### src/rtl/rv32_reg_file.sv
// ---------------------------------------------------------------------------
// rv32_reg_file
//
// RV32I integer register file for the single-cycle datapath.
// 31 storage registers (x1..x31) of 32 bits; x0 has no storage and always
// reads zero. Two combinational read ports, one synchronous write port.
//
// Ports:
//   clk    in   1   rising-edge clock
//   rst    in   1   synchronous active-high reset, clears x1..x31
//   WE     in   1   write enable
//   rs1    in   5   read port 1 index
//   rs2    in   5   read port 2 index
//   rsw    in   5   write port index (rd)
//   dataW  in  32   write data
//   data1  out 32   contents of x[rs1]
//   data2  out 32   contents of x[rs2]
// ---------------------------------------------------------------------------
module rv32_reg_file (
  input  logic        clk,
  input  logic        rst,
  input  logic        WE,
  input  logic [4:0]  rs1,
  input  logic [4:0]  rs2,
  input  logic [4:0]  rsw,
  input  logic [31:0] dataW,
  output logic [31:0] data1,
  output logic [31:0] data2
);

  // Storage starts at x1; x0 is synthesised as a constant in the read path.
  logic [31:0] r_regs [1:31];

  logic        w_wr_en;
  logic [31:0] w_rd1;
  logic [31:0] w_rd2;

  // Writes to x0 are dropped here so nothing ever tries to address it.
  assign w_wr_en = WE && (rsw != 5'd0);

  // Reset takes priority over a write presented in the same cycle.
  always_ff @(posedge clk) begin
    if (rst) begin
      for (int i = 1; i < 32; i++) begin
        r_regs[i] <= '0;
      end
    end else if (w_wr_en) begin
      r_regs[rsw] <= dataW;
    end
  end

  // Reads are purely combinational from the stored state, so a read of the
  // write target in the write cycle returns the old value (no bypass).
  assign w_rd1 = (rs1 == 5'd0) ? 32'h0 : r_regs[rs1];
  assign w_rd2 = (rs2 == 5'd0) ? 32'h0 : r_regs[rs2];

  assign data1 = w_rd1;
  assign data2 = w_rd2;

endmodule

### config.mk
export PLATFORM = sky130hd
export DESIGN_NAME = rv32_reg_file
export DESIGN_NICKNAME = d
export VERILOG_FILES = /design/src/rtl/rv32_reg_file.sv
export SDC_FILE = /design/constraint.sdc
export NUM_CORES = 2
export LEC_CHECK = 0
export BUFFER_PORTS_ARGS = -buffer_cell sky130_fd_sc_hd__buf_4
export CAP_MARGIN = 30
export CELL_PAD_IN_SITES_DETAIL_PLACEMENT = 0
export CELL_PAD_IN_SITES_GLOBAL_PLACEMENT = 1
export CORE_MARGIN = 2
export CORE_UTILIZATION = 30
export DETAILED_ROUTE_END_ITERATION = 8
export HOLD_SLACK_MARGIN = 0.12
export PLACE_DENSITY_LB_ADDON = 0.12
export RECOVER_POWER = 50
export SETUP_SLACK_MARGIN = 0.4
export SYNTH_ARGS = -nofsm -noshare
export SYNTH_HDL_FRONTEND = slang
export SYNTH_SLANG_ARGS = --single-unit
### constraint.sdc
create_clock -name clk -period 3.35 [get_ports clk]
set_input_delay 0.5025 -clock clk [delete_from_list [all_inputs] [get_ports clk]]
set_output_delay 0.5025 -clock clk [all_outputs]
set_load 0.05 [all_outputs]
==> flow_summary.ini <==
[cts]
htree_levels = 4
cts_tree = yes
numCtsBuffers = 132
cts_root_buffer = clkbuf_16
path_clk_slew_ns = 0.05
numClockSinks = 1024
cts_buffer_depth = 3

[layout]
final_common_cell = edfxtp_1
fillers = 16866
nets = 4137
reg_top3 = r_regs: 1024 flops
drive_above_1_share_pct = 31.88
regMostFlops = r_regs
synthToLayoutAreaGrowth_pct = 25.03
final-seq-area_um2 = 30750
final_cell_mix = edfxtp_1 (1024), and2_1 (787), mux4_2 (356)
largest_reg_flops = 1024
multi_input_area_um2 = 24710

[outcome]
run_status = finished, violations left
failed_checks = max-capacitance violations, max-slew violations

[die]
design.core.area_um2 = 180900
die_y_um = 430.7
std_cell_rows = 156
start_util_pct = 30.19
ioPinCount = 114
die_w_um = 430.7
dieArea_um2 = 185500

[route]
ant_nets = 0
wirelength_um = 248000
drtIter0Drc = 4098
via_per_inst = 5.583
drc = 0
wl_per_cell_um = 37.75
num_vias = 36672
firstDrtPassIters = 6

[timing]
slew_violations = 780
timing.final.crit_share_pct = 95.00
fin_ws_ns = 0.1675
rsz0062_at_grt = true
setup_violations = 0
fmax_mhz = 314.2
worst_slew_pin_slew_ns = 2.293
max_slew_margin_pct = -52.86
hold_viol_final = 0
fin_crit_ns = 3.182

[synthesis]
synth_cells = 3765
synth_top_area_cell = edfxtp_1
synth_edf_count = 1024
yosysTopAreaCellShare_pct = 56.29
synth-main-ff-cell = edfxtp_1
syn-cell-area_um2 = 54630
async_reset_ff_share_pct = 0
yosys_register_bits = 1024
synthTopCellsByArea = edfxtp_1 (56%), mux4_2 (15%), and2_1 (11%)
yosys_warnings = 0
ys_types = 44
avgSynthCellArea_um2 = 14.51
seq_area_frac_synth_pct = 56.29

[power_and_ir_drop]
p_sw_share_pct = 27.39
power_frac_comb_pct = 15.8
p_switching_mw = 9.477
clockPowerShare_pct = 40.2
seqPwrFrac_pct = 44.0
ir_drop_mv = 0.4226
intPower_mw = 25.13
power_density_nw_per_um2 = 506.6
leakagePower_nw = 23.87
p_total_mw = 34.61

[setup_path]
crit_type = in -> out
worstPathArrival_ns = 2.68
crit_path_max_fanout = 19
cp.required_ns = 2.85
cp-startpoint = rs2[2]
startpoint_type = input port
endpoint_kind = output pin

[global_routing]
grt_max_degree = 58
grt_pass1_vias = 37383
track_usage_pct = 26.55
grt_pass1_wl_um = 334400
gr-total-overflow = 0
antenna_found_initial = 35

[placed_design]
port_buffers = 113
post-place-ws_ns = -0.2996
gp_routability_congestion = 0.8298
dp_hpwl_um = 149500

[min_path]
hold_class = in -> reg
holdCritStartpoint = dataW[24]

[job]
drv_cap = 37
-- Yosys cell counts, types with 2 or more instances --
cell type,count
buf_2,56
and2_1,995
or3_1,2
nor4_1,33
or2_2,32
a2111oi_1,32
nor2b_1,56
o22ai_1,51
edfxtp_1,1024
mux4_2,356
a22o_1,51
o21ai_0,26
nand2b_1,3
o21ai_1,10
and3_1,3
nand2_1,6
buf_6,19
or3b_2,3
a221o_1,2
nor2_1,37
a2111oi_0,23
buf_1,8
buf_4,21
nand3_1,4
a22oi_1,104
nor4b_1,2
a211oi_1,47
mux2i_1,322
mux2_2,34
nand3b_1,5
a221oi_1,4
a21oi_1,56
clkbuf_1,302
nor3_1,26
-- kinds of logic after synthesis --
kind of cell	Yosys count	synth area share [%]
simple gates	1213	13.70
buf+inv	408	3.339
mux	712	21.28
compound gates	407	5.391
flops	1024	56.29
other cells	1	0.006864
-- power groups by stage --
stage	clock network (mW)	logic, mW	registers [mW]
global route	14.6	5.66	15.3
global placement	0	4.93	15.5
floorplan	0	2.78	15.3
detailed placement	0	4.92	15.5
CTS	14.1	5.43	15.2
finish	13.9	5.47	15.2
-- layer usage --
metal | routed length (um) | GRT usage (%)
met1 | 104400 | 35.54
met5 | 0 | 0
met2 | 119400 | 44.47
met4 | 8908 | 8.312
met3 | 15290 | 3.730
-- critical path, cell delays in order --
cell,delay [ns]
clkbuf_8,0.22
or3b_2,0.53
buf_12,0.22
o22ai_1,0.42
a2111oi_4,0.10
buf_4,0.17
nor3_2,0.23
buf_6,0.21
-- worst paths after layout --
path / to / cells past startpoint
hold / removal: r_regs[0][24]$_DFFE_PP_ / 1
setup / recovery: data2[8] / 8
-- metrics by stage --
stage	std cells	cell area [um2]	hold WS [ns]	setup TNS, ns	util (%)
2_1_floorplan	3796	55410	0.6014	0	-
3_3_place_gp	6232	61820	0.9269	-1.172	34.16
3_5_place_dp	6234	61850	0.9253	-1.061	34.18
4_1_cts	6530	68190	0.1231	0	37.69
5_1_grt	6559	68280	0.7150	0	37.74
6_report	6569	68300	0.6688	0	37.75
-- layout make-up --
class	count	area share [%]
Timing Repair Buffer	564	8.419
Clock buffer	162	5.094
Multi-Input combinational cell	2364	36.17
Inverter	1	0.005495
Antenna cell	11	0.04030
Tap cell	2370	4.341
Sequential cell	1024	45.02
Clock inverter	73	0.9104
-- repair_timing --
item	in CTS	in global routing
gates resized for setup	336	76
hold buffers	23	0
gates cloned	5	2
setup endpoints to repair	64	63
buffers inserted	33	26
pin swaps	106	50
hold endpoints to repair	23	0
No activity file was read; power rests on OpenSTA's default activity.
